===== src/rtl/brick_map_pkg.sv =====
// rtl/brick_map_pkg.sv - shared brick wall geometry, FSM state encoding and score width
package brick_map_pkg;

  // Geometry shared with the brick renderer
  localparam int COLS    = 6;
  localparam int ROWS    = 8;
  localparam int X0      = 160;
  localparam int BRK_W   = 74;
  localparam int SCORE_W = 8;

  // Sized copies so pixel/index comparisons stay width-matched
  localparam logic [9:0] X0_PX         = 10'(X0);
  localparam logic [9:0] BRK_W_PX      = 10'(BRK_W);
  localparam logic [2:0] COL_LAST      = 3'(COLS - 1);
  localparam logic [3:0] COL_LIM       = 4'(COLS);
  localparam logic [3:0] ROW_LIM       = 4'(ROWS);
  localparam logic [5:0] ROW_FIELD_MAX = 6'(ROWS);

  typedef enum logic [1:0] {
    ST_IDLE  = 2'd0,
    ST_DIV   = 2'd1,
    ST_CHECK = 2'd2,
    ST_CLEAR = 2'd3
  } state_t;

endpackage


===== src/rtl/brick_col_div.sv =====
// rtl/brick_col_div.sv - iterative subtract-by-BRK_W column locator with start/done handshake
module brick_col_div
  import brick_map_pkg::*;
(
  input  logic       clk,
  input  logic       reset,
  input  logic       start,
  input  logic       abort,
  input  logic [9:0] xoff_in,
  output logic       done,
  output logic       miss,
  output logic [2:0] col
);

  logic       active;
  logic [9:0] xoff;
  logic       step_ok;

  // Remainder still spans at least one more brick; stepping past the last column is a miss
  assign step_ok = (xoff >= BRK_W_PX);
  assign done    = active && !step_ok;
  assign miss    = active && step_ok && (col == COL_LAST);

  // Load on start, then strip one brick width per cycle until the remainder fits
  always_ff @(posedge clk or negedge reset) begin
    if (!reset) begin
      active <= 1'b0;
      xoff   <= '0;
      col    <= '0;
    end else if (abort) begin
      active <= 1'b0;
    end else if (start) begin
      active <= 1'b1;
      xoff   <= xoff_in;
      col    <= '0;
    end else if (active) begin
      if (step_ok && (col != COL_LAST)) begin
        xoff <= xoff - BRK_W_PX;
        col  <= col + 3'd1;
      end else begin
        active <= 1'b0;
      end
    end
  end

endmodule


===== src/rtl/brick_map.sv =====
// rtl/brick_map.sv - Breakout brick wall owner: collision lookup, clearing, score, renderer reads (option: BRICK_ROW_SCORE_EN)
module brick_map
  import brick_map_pkg::*;
(
  input  logic               clk,
  input  logic               reset,
  input  logic               new_game,
  input  logic               ball_valid,
  input  logic [9:0]         ball_x,
  input  logic [8:0]         ball_y,
  input  logic [2:0]         rd_col,
  input  logic [2:0]         rd_row,
  output logic               brk_en,
  output logic               hit,
  output logic [2:0]         hit_col,
  output logic [2:0]         hit_row,
  output logic [SCORE_W-1:0] score,
  output logic               all_clear,
  output logic               busy
);

  state_t                  state, state_nxt;
  logic [ROWS-1:0][COLS-1:0] bits;
  logic [2:0]              cur_row, cur_col;
  logic [5:0]              y_field;
  logic                    in_range;
  logic                    div_start, div_done, div_miss;
  logic [2:0]              div_col;
  logic [3:0]              score_add;
  logic [SCORE_W:0]        score_sum;
  logic                    unused_y;

  // Rows are 8 pixels tall; row field 0 is the gap above the wall
  assign y_field  = ball_y[8:3];
  assign unused_y = ^ball_y[2:0];
  assign in_range = (ball_x >= X0_PX) && (y_field != 6'd0) && (y_field <= ROW_FIELD_MAX);

`ifdef BRICK_ROW_SCORE_EN
  assign score_add = ROW_LIM - {1'b0, cur_row};
`else
  assign score_add = 4'd1;
`endif
  assign score_sum = {1'b0, score} + {{(SCORE_W - 3){1'b0}}, score_add};

  brick_col_div u_col_div (
    .clk     (clk),
    .reset   (reset),
    .start   (div_start),
    .abort   (new_game),
    .xoff_in (ball_x - X0_PX),
    .done    (div_done),
    .miss    (div_miss),
    .col     (div_col)
  );

  // FSM state register
  always_ff @(posedge clk or negedge reset) begin
    if (!reset) state <= ST_IDLE;
    else        state <= state_nxt;
  end

  // FSM next state; new_game aborts whatever is in flight
  always_comb begin
    state_nxt = state;
    case (state)
      ST_IDLE:  if (ball_valid && in_range) state_nxt = ST_DIV;
      ST_DIV: begin
        if (div_done)      state_nxt = ST_CHECK;
        else if (div_miss) state_nxt = ST_IDLE;
      end
      ST_CHECK: state_nxt = bits[cur_row][cur_col] ? ST_CLEAR : ST_IDLE;
      ST_CLEAR: state_nxt = ST_IDLE;
      default:  state_nxt = ST_IDLE;
    endcase
    if (new_game) state_nxt = ST_IDLE;
  end

  // FSM outputs: busy flag and divider kick-off
  always_comb begin
    busy      = (state != ST_IDLE);
    div_start = (state == ST_IDLE) && ball_valid && in_range && !new_game;
  end

  // Bitmap, latched brick coordinates, hit pulse and score
  always_ff @(posedge clk or negedge reset) begin
    if (!reset) begin
      bits    <= '1;
      cur_row <= '0;
      cur_col <= '0;
      hit     <= 1'b0;
      hit_col <= '0;
      hit_row <= '0;
      score   <= '0;
    end else if (new_game) begin
      bits  <= '1;
      hit   <= 1'b0;
      score <= '0;
    end else begin
      hit <= 1'b0;
      if (div_start) cur_row <= y_field[2:0] - 3'd1;
      if ((state == ST_DIV) && div_done) cur_col <= div_col;
      if (state == ST_CLEAR) begin
        bits[cur_row][cur_col] <= 1'b0;
        hit     <= 1'b1;
        hit_col <= cur_col;
        hit_row <= cur_row;
        score   <= score_sum[SCORE_W] ? {SCORE_W{1'b1}} : score_sum[SCORE_W-1:0];
      end
    end
  end

  // Renderer read port: one-cycle latency, out-of-range addresses read empty
  always_ff @(posedge clk or negedge reset) begin
    if (!reset) brk_en <= 1'b0;
    else if (({1'b0, rd_col} < COL_LIM) && ({1'b0, rd_row} < ROW_LIM))
      brk_en <= bits[rd_row][rd_col];
    else
      brk_en <= 1'b0;
  end

  // Wall-empty flag, registered from the bitmap
  always_ff @(posedge clk or negedge reset) begin
    if (!reset)        all_clear <= 1'b0;
    else if (new_game) all_clear <= 1'b0;
    else               all_clear <= (bits == '0);
  end

endmodule


===== config.mk =====
export PLATFORM = sky130hd
export DESIGN_NAME = brick_map
export DESIGN_NICKNAME = d
export VERILOG_FILES = /design/src/rtl/brick_map_pkg.sv /design/src/rtl/brick_col_div.sv /design/src/rtl/brick_map.sv
export SDC_FILE = /design/constraint.sdc
export NUM_CORES = 1
export LEC_CHECK = 0
export BUFFER_PORTS_ARGS = -buffer_cell sky130_fd_sc_hd__buf_2
export CORE_AREA = 2 2 84 118
export DETAILED_ROUTE_END_ITERATION = 7
export DIE_AREA = 0 0 86 120
export PLACE_DENSITY_LB_ADDON = 0.3
export SKIP_CTS_REPAIR_TIMING = 1
export SLEW_MARGIN = 5
export SYNTH_ARGS = -nofsm -noshare
export SYNTH_HDL_FRONTEND = slang
export SYNTH_SLANG_ARGS = --single-unit

===== constraint.sdc =====
create_clock -name clk -period 2 [get_ports clk]
set_clock_uncertainty 0.1 [all_clocks]
set_input_delay 0.2 -clock clk [delete_from_list [all_inputs] [get_ports clk]]
set_output_delay 0.2 -clock clk [all_outputs]
set_load 0.05 [all_outputs]

# == Word-level counts from Yosys, hierarchy flattened ==
# Cells that the tools add are included.
# word_totals
out_inout_bits,18
in_bits,29
reg_bits,87
# classes
order_cmp,10
reduce_logical,27
n_addsub,5
n_eq_ne,7
muxes,37
n_bitwise,3
# op_table
op,n
two-way mux 48 bit,2
AND 48 bit,1
zero test 48 bit,1
NOT 48 bit,1
binary-select mux 6 bit (select 3 bit),2
two-way mux 10 bit,3
two-way mux 8 bit,3
demux 6 bit (select 3 bit),1
two-way mux 6 bit,3
< comparator 3 x 4 -> 1 bit (second input constant),4
logical AND 1 bit,13
two-way mux 1 bit,11
greater-or-equal comparator 10 x 7 -> 1 bit (second input constant),1
greater-or-equal comparator 10 x 8 -> 1 bit (second input constant),1
two-way mux 2 bit,5
subtractor 10 x 7 -> 10 bit (second input constant),1
subtractor 10 x 8 -> 10 bit (second input constant),1
adder 8 x 1 -> 9 bit (second input constant),1
two-way mux 3 bit,3
one-hot mux 2 bit (4 select lines),1
AND reduction 2 bit,4
nonzero test 2 bit,4
binary-select mux 1 bit (select 3 bit),2
greater-or-equal comparator 3 x 1 -> 1 bit (second input constant),2
other kinds (15),18

# == Logic depth before layout (Yosys ltp) ==
# Gate-level depths: netlist of the first run.
# depth
ltp_word,10
ltp_mapped,9

# == Modules after synthesis ==
# A second synthesis of the first run with hierarchy kept.
# hier_totals
hier_cells,503
area_unflattened_um2,5077.4
# modules_own_cells
mod,area_per_inst_um2,cells_per_inst,seq_area_each_um2,n_inst
brick_map,4164.0,405,1886.8,1
brick_col_div,913.4,98,350.3,1

# == Least setup slack after synthesis of the first run ==
# OpenSTA, ideal clock, no wires.
# synth_timing
path_kind,register to register
from,reg cur_row[1]
to,reg state[1]
required_time_ns,1.780
arrival_time_ns,1.868
path_stages_with_launch,8
slack_ns,-0.088
path_cell_list,dfrtp_1 > buf_6 > mux4_2 > nor2b_1 > a211o_1 > a311oi_2 > nand3_1 > a31o_1
# synth_via
elab_chain_len,7
# synth_lines
item,line,text
from (decl),brick_map.sv:24,"logic [2:0] cur_row, cur_col;"
from (signal assigned),brick_map.sv:100,if (div_start) cur_row <= y_field[2:0] - 3'd1;
binary-select mux 6 bit (select 3 bit),brick_map.sv:71,ST_CHECK: state_nxt = bits[cur_row][cur_col] ? ST_CLEAR : ST_IDLE;
two-way mux 6 bit (implied by the code),brick_map.sv:71,
binary-select mux 1 bit (select 3 bit),brick_map.sv:71,
two-way mux 1 bit (implied by the code),brick_map.sv:71,
two-way mux 2 bit,brick_map.sv:71,
one-hot mux 2 bit (4 select lines),brick_map.sv:65,case (state)
two-way mux 2 bit,brick_map.sv:75,if (new_game) state_nxt = ST_IDLE;
to (signal assigned),brick_map.sv:59,else state <= state_nxt;
to (decl),brick_map.sv:22,"state_t state, state_nxt;"
# No other way between the ends. The select of a mux whose other input is x is not followed.
# A chain may end at the register's enable or synchronous reset.

# == Worst setup path in the final report of the first run ==
# layout_timing
from,reg cur_row[1]
to,reg state[0]
# The elaborated chain is that of the path after synthesis.

==> results.yml, run 1 <==
timing:
  relSlewSlack: 0.673
  drv_slew: 0
  finalSetupViolations: 2
  fin_crit_sh: 1.07
  max_freq_ghz: 0.468
  fin_ws_ps: -138
  period_needed_ps: 2140
  worst_pin_slew_ps: 490
  tns_ps: -269
  timing.hold.ws_ps: -29.2
  rsz0062_at_grt: "yes"
  hold_viol_final: 3
yosys:
  synthXorXnorAreaFrac: 0.0234
  synth_top_family_by_area: "simple AND/OR/NAND/NOR gates"
  synth_ff_type: "dfstp_2"
  netlist_top_cells_area: "dfstp_2, dfrtp_1, mux4_2"
  synth-warning-count: 0
  synth-adder-area-share: 0.0180
  muxShareOfSynthArea: 0.136
  yosysTopAreaCell: "dfstp_2"
  synthCells: 477
  synth-compound-area-share: 0.147
  synth_seq_cells: 87
  synth-edff-count: 0
  syn-num-nets: 513
  yosysTopAreaCellShare: 0.259
  postSynthAreaPerCell_um2: 10.2
  syn_area_mm2: 0.00487
  ys_types: 58
  ys_async_sr_fraction: 1.00
  synthSimpleGateAreaFrac: 0.178
  yosysSeqAreaShare: 0.460
clock_tree:
  clkTransAtPathRegs_ps: 60
  htreeDepth: 3
  tritoncts: "yes"
  cts_root_buf: "clkbuf_16"
  cts_buffer_depth: 2
  insertion_delay_ps: 340
  cts_buffers: 9
  clkSinkCount: 87
route:
  drt_iter0_drc: 320
  drc: 0
  wl_met1_mm: 4.90
  wl_met2_mm: 7.02
  drt-pass1-iter-count: 5
  highest_layer: "met4"
  route.antenna.remaining_nets: 0
  met3WireLength_um: 660
  via_per_inst: 6.20
  routed_wl_mm: 13.2
  wire_per_inst_um: 19.5
  dr_total_vias: 4213
cells_and_area:
  final_net_count: 600
  drive_gt1_frac: 0.360
  antennaDiodeCount: 0
  area_growth_pct: 22.5
  final_util: 0.641
  design_area_mm2: 0.00596
power:
  p_per_area_mw_per_mm2: 853
  p_leak_uw: 0.00252
  peakVddDrop_mv: 0.665
  power_uw: 5080
outcome:
  violations: "negative hold slack, negative setup slack"
  status: "finished, violations left"
grt:
  grt_max_degree: 38
  grt_pass1_vias: 4217
  grt_pass1_wl_mm: 21.1
  grt-ovfl-total: 0
  grtUsageTotal: 0.267
  antenna_found_initial: 0
floorplanning:
  die_area_mm2: 0.0103
  start_util: 0.523
  ioPinCount: 47
  die_w_um: 86
  core_mm2: 0.00930
  dieHeight_um: 120
  rows: 42
placed_design:
  routabilityCongestion: 0.975
  io_buffers: 43
  dp_hpwl_mm: 9.79
  placed_area_mm2: 0.00554
setup_path:
  crit_path_start_kind: "flip-flop"
  slowest_stage: "mux4_2"
  worst-setup-path-type: "reg -> reg"
  slowest_delay_ps: 500
  crit_path_end_kind: "flip-flop"
  cp_data_arrival_time_ps: 2270
  crit_required_ps: 2140
  crit_path_cell_trace: "mux4_2, nor2b_1, a211o_1, a311oi_2, nand3_1, a31o_1"
  worstPathMaxFanout: 4
job:
  cap_violations: 0
worst_hold_path:
  hold_path.class: "in -> reg"
-- layout make-up --
cell class	instances	area (um2)
clock inverter	3	47.5
timing repair buffer	108	731
clock buffer	13	282
sequential	87	2240
tap	110	138
inverter	14	52.6
fill	746	3340
multi-input combinational	344	2470
-- sequential cells by signal (all words and copies together), names as in the netlist --
signal / count
u_col_div.active: 1
u_col_div.xoff: 10
hit_row: 3
bits: 48
hit: 1
cur_row: 3
all_clear: 1
state: 2
cur_col: 3
hit_col: 3
brk_en: 1
u_col_div.col: 3
score: 8
-- per-stage QoR --
stage	worst slack (ps)	instances
global route	-215	679
global placement	-148	657
CTS	-183	673
detailed placement	-174	657
floorplan	-77.0	477
finish	-138	679
-- placed cells by master, fill, tap and decap left out, types with 9 or more instances in the layout --
master,n
nor4_1,14
o21ai_1,14
nand2_1,30
clkbuf_16,10
dfstp_2,48
nand3_1,18
mux2i_1,13
buf_2,42
nand2b_1,9
a21o_1,14
nor2_1,56
buf_4,60
dfrtp_1,37
inv_1,13
mux4_2,18
a21oi_1,29
-- worst max-delay path: cells and delay by family (launching register included) --
family	cells	cell delay [ps]
AO/OA/AOI/OAI	3	720
multiplexers	1	500
flip-flops	1	410
AND/OR/NAND/NOR	2	310
-- metal layers --
layer	global-route usage	up-vias
met5	0	-
met3	0.0399	53
met4	0.153	0
met2	0.472	174
met1	0.300	2078
li1	-	1908
-- final timing paths --
path / start / end / slack (ps) / cells after the start
max in group asynchronous: reset / bits[26]$_DFFE_PN1P_ / 840 / 3
worst max register to register: cur_row[1]$_DFFE_PN0P_ / state[0]$_DFFE_PN0P_ / -140 / 6
min in group asynchronous: reset / all_clear$_DFF_PN0_ / 280 / 2
worst min register to register: hit_col[0]$_DFFE_PN0P_ / hit_col[0]$_DFFE_PN0P_ / 400 / 1
worst min-delay path: ball_x[4] / u_col_div.xoff[4]$_DFFE_PN0P_ / -30 / 3
worst max-delay path: cur_row[1]$_DFFE_PN0P_ / state[0]$_DFFE_PN0P_ / -140 / 6
-- cell families (layout without fill, tap and decap cells) --
kind of cell | count (synthesis) | count (layout)
DFF | 87 | 87
and+or+nand+nor | 173 | 173
xor gates and xnor gates | 13 | 13
AOI/OAI and AO/OA | 109 | 109
muxes | 42 | 42
adders and majority gates | 7 | 7
buffers and inverters | 46 | 138
-- synthesized netlist by cell type (5+ instances only) --
master,n
a31oi_1,8
inv_1,13
o22a_1,5
a211oi_1,8
a21oi_1,30
xor2_1,5
nand2b_1,9
ha_1,7
dfstp_2,48
nand3_1,18
nor4_1,14
nand2_1,30
nor2_1,57
nor2b_1,7
mux2_2,7
a21o_1,14
nor3_1,8
xnor2_1,8
clkbuf_1,21
mux4_2,18
o21ai_1,15
mux2i_1,13
buf_1,5
o21ai_0,7
nor3b_1,5
dfrtp_1,39
and3_1,7
-- report_power, final --
| part | total, uW | switching [uW] | internal [uW] |
|---|---|---|---|
| registers | 2040 | 135 | 1900 |
| logic | 1250 | 677 | 576 |
| clock network | 1790 | 679 | 1120 |
Power figures use the tool's default switching activity.
==> run 2: changes to the inputs <==
--- a/config.mk
+++ b/config.mk
@@ -5,10 +5,11 @@
 export SDC_FILE = /design/constraint.sdc
 export NUM_CORES = 1
 export LEC_CHECK = 0
+export ABC_AREA = 1
 export BUFFER_PORTS_ARGS = -buffer_cell sky130_fd_sc_hd__buf_2
-export CORE_AREA = 2 2 84 118
+export CORE_AREA = 2 2 114 160
 export DETAILED_ROUTE_END_ITERATION = 7
-export DIE_AREA = 0 0 86 120
+export DIE_AREA = 0 0 116 162
 export PLACE_DENSITY_LB_ADDON = 0.3
 export SKIP_CTS_REPAIR_TIMING = 1
 export SLEW_MARGIN = 5
==> run 2 against run 1 <==
  * The flow finishes with violations (negative hold slack)
  * Synthesized cell count is 46% higher
  * Utilization is 29 points lower
  * Cell count is 47% higher
  * Hold slack better by 21 ps
  * First-iteration DRC count is 26% lower
  * Wire length is 16% higher
  * Register-to-register slack better by 360 ps
  * Cell area is 2.6% higher
  * Via count is 15% higher
  * Die area is 82% higher
  * Critical path depth is 9 higher
  * Critical path type unchanged
  * Largest power group unchanged
  * Highest routed layer unchanged
==> results.yml, run 2 <==
power:
  power_uw: 5910
  p_per_area_mw_per_mm2: 967
  p_leak_uw: 0.00296
  peakVddDrop_mv: 0.508
yosys:
  ys_top_cells_by_count: "nand2_1, inv_1, o21ai_0"
  postSynthAreaPerCell_um2: 7.38
  synth-edff-count: 0
  synth_top_family_by_area: "simple AND/OR/NAND/NOR gates"
  synth-compound-area-share: 0.174
  netlist_top_cells_area: "dfstp_2, dfrtp_1, nand2_1"
  yosysTopAreaCell: "dfstp_2"
  synth_seq_cells: 87
  synth-warning-count: 0
  synth_ff_type: "dfstp_2"
  muxShareOfSynthArea: 0
  synthXorXnorAreaFrac: 0.0153
  yosysSeqAreaShare: 0.435
  ys_async_sr_fraction: 1.00
  synthSimpleGateAreaFrac: 0.270
  syn-num-nets: 732
  ys_types: 39
  yosysTopAreaCellShare: 0.245
  syn_area_mm2: 0.00514
  synthCells: 696
  synth-adder-area-share: 0.0170
  synth_most_common_cell: "nand2_1"
route:
  wl_met1_mm: 6.23
  wire_per_inst_um: 15.3
  met3WireLength_um: 583
  highest_layer: "met4"
  route.antenna.remaining_nets: 0
  drt_iter0_drc: 238
  drt-pass1-iter-count: 5
  dr_total_vias: 4826
  drc: 0
  routed_wl_mm: 15.3
  wl_met2_mm: 7.99
  via_per_inst: 4.84
grt:
  antenna_found_initial: 0
  grtUsageTotal: 0.170
  grt_max_degree: 45
  grt_pass1_wl_mm: 24.9
  grt-ovfl-total: 0
  grt_pass1_vias: 4709
floorplanning:
  ioPinCount: 47
  core_mm2: 0.0173
  rows: 57
  start_util: 0.298
  die_area_mm2: 0.0188
  die_w_um: 116
  dieHeight_um: 162
cells_and_area:
  antennaDiodeCount: 0
  final_net_count: 792
  reg.largest.list: "bits x48, u_col_div.xoff x10, score x8"
  nFillCells: 1911
  layout_common_cells: "nand2_1, inv_1, o21ai_0"
  regMostFlops: "bits"
  layout_commonest_cell: "nand2_1"
  largest_reg_flops: 48
  layout.cells.non_filler: 997
  drive_gt1_frac: 0.209
  area_growth_pct: 19.0
timing:
  fin_crit_sh: 0.888
  hold_viol_final: 1
  rsz0062_at_grt: "no"
  tns_ps: 0
  relSlewSlack: 0.688
  fin_ws_ps: 225
  period_needed_ps: 1780
  max_freq_ghz: 0.563
  finalSetupViolations: 0
  worst_pin_slew_ps: 468
  drv_slew: 0
  timing.hold.ws_ps: -7.98
clock_tree:
  cts_buffer_depth: 2
  cts_root_buf: "clkbuf_16"
  clkSinkCount: 87
  insertion_delay_ps: 350
  cts_buffers: 9
  clkTransAtPathRegs_ps: 70
  tritoncts: "yes"
  htreeDepth: 3
worst_hold_path:
  hold-path-cell-count: 3
  hold_path.class: "in -> reg"
placed_design:
  routabilityCongestion: 0.876
  dp_hpwl_mm: 11.4
  io_buffers: 43
  post-place-cells: 978
  dp_slack_ps: 125
setup_path:
  r2r_cells: 15
  crit_path_end_kind: "flip-flop"
  cp_data_arrival_time_ps: 1920
  worstPathMaxFanout: 13
  worst-setup-path-type: "reg -> reg"
  crit_required_ps: 2140
  crit_path_start_kind: "flip-flop"
outcome:
  status: "finished, violations left"
  violations: "negative hold slack"
job:
  cap_violations: 0
[run 2: cell type report]
type / instances / area (um2) / share of cell area
inverter: 83 / 314 / 0.0514
clock buffer: 13 / 250 / 0.0409
timing repair buffer: 77 / 509 / 0.0833
multi-input combinational: 498 / 2460 / 0.403
clock inverter: 3 / 45.0 / 0.00737
tap: 236 / 295 / 0.0483
sequential: 87 / 2240 / 0.366
[run 2: metal layers]
layer | track usage | vias to the layer above
met3 | 0.0250 | 32
met1 | 0.208 | 2288
li1 | - | 2399
met2 | 0.297 | 107
met5 | 0 | -
met4 | 0.0682 | 0
[run 2: per-stage QoR]
stage / instance area, um2 / utilization
after detailed placement: 5760 / 0.334
after floorplan: 5140 / -
after global routing: 6110 / 0.354
after global placement: 5760 / 0.334
after CTS: 6060 / 0.351
final: 6110 / 0.354
[run 2: power breakdown]
| part | internal, uW | total [uW] | switching, uW | leakage, uW |
|---|---|---|---|---|
| registers | 1940 | 2120 | 181 | 0.00100 |
| clock network | 1010 | 1740 | 732 | 0.000136 |
| logic | 732 | 2050 | 1320 | 0.00182 |
| total | 3680 | 5910 | 2240 | 0.00296 |
[run 2: cell families after synthesis]
kind of cell	Yosys count
compound gates	156
flops	87
simple gates	326
fa+ha+maj	7
buf+inv	111
xor+xnor	9
[run 2: final timing paths]
| path | startpoint | end | slack [ps] |
|---|---|---|---|
| max reg2reg | cur_row[0]$_DFFE_PN0P_ | state[0]$_DFFE_PN0P_ | 220 |
| min in group asynchronous | reset | score[3]$_DFFE_PN0P_ | 180 |
| max | cur_row[0]$_DFFE_PN0P_ | state[0]$_DFFE_PN0P_ | 220 |
| min reg2reg | u_col_div.xoff[0]$_DFFE_PN0P_ | u_col_div.xoff[0]$_DFFE_PN0P_ | 390 |
| max in group asynchronous | reset | bits[2]$_DFFE_PN1P_ | 950 |
| min | rd_col[1] | brk_en$_DFF_PN0_ | -8 |
[run 2: critical path: stages, from the launching register on]
cell and delay (ps):
dfrtp_2 450, buf_4 200, nand2_1 70, o21ai_0 80
nand2_1 70, nand2_1 50, nand2_1 80, nand2_1 80
nand2_1 60, nand2_1 50, nor2_1 80, nand2_1 60
nand2_1 90, nand2_1 60, nand2_1 60, nand2_1 40
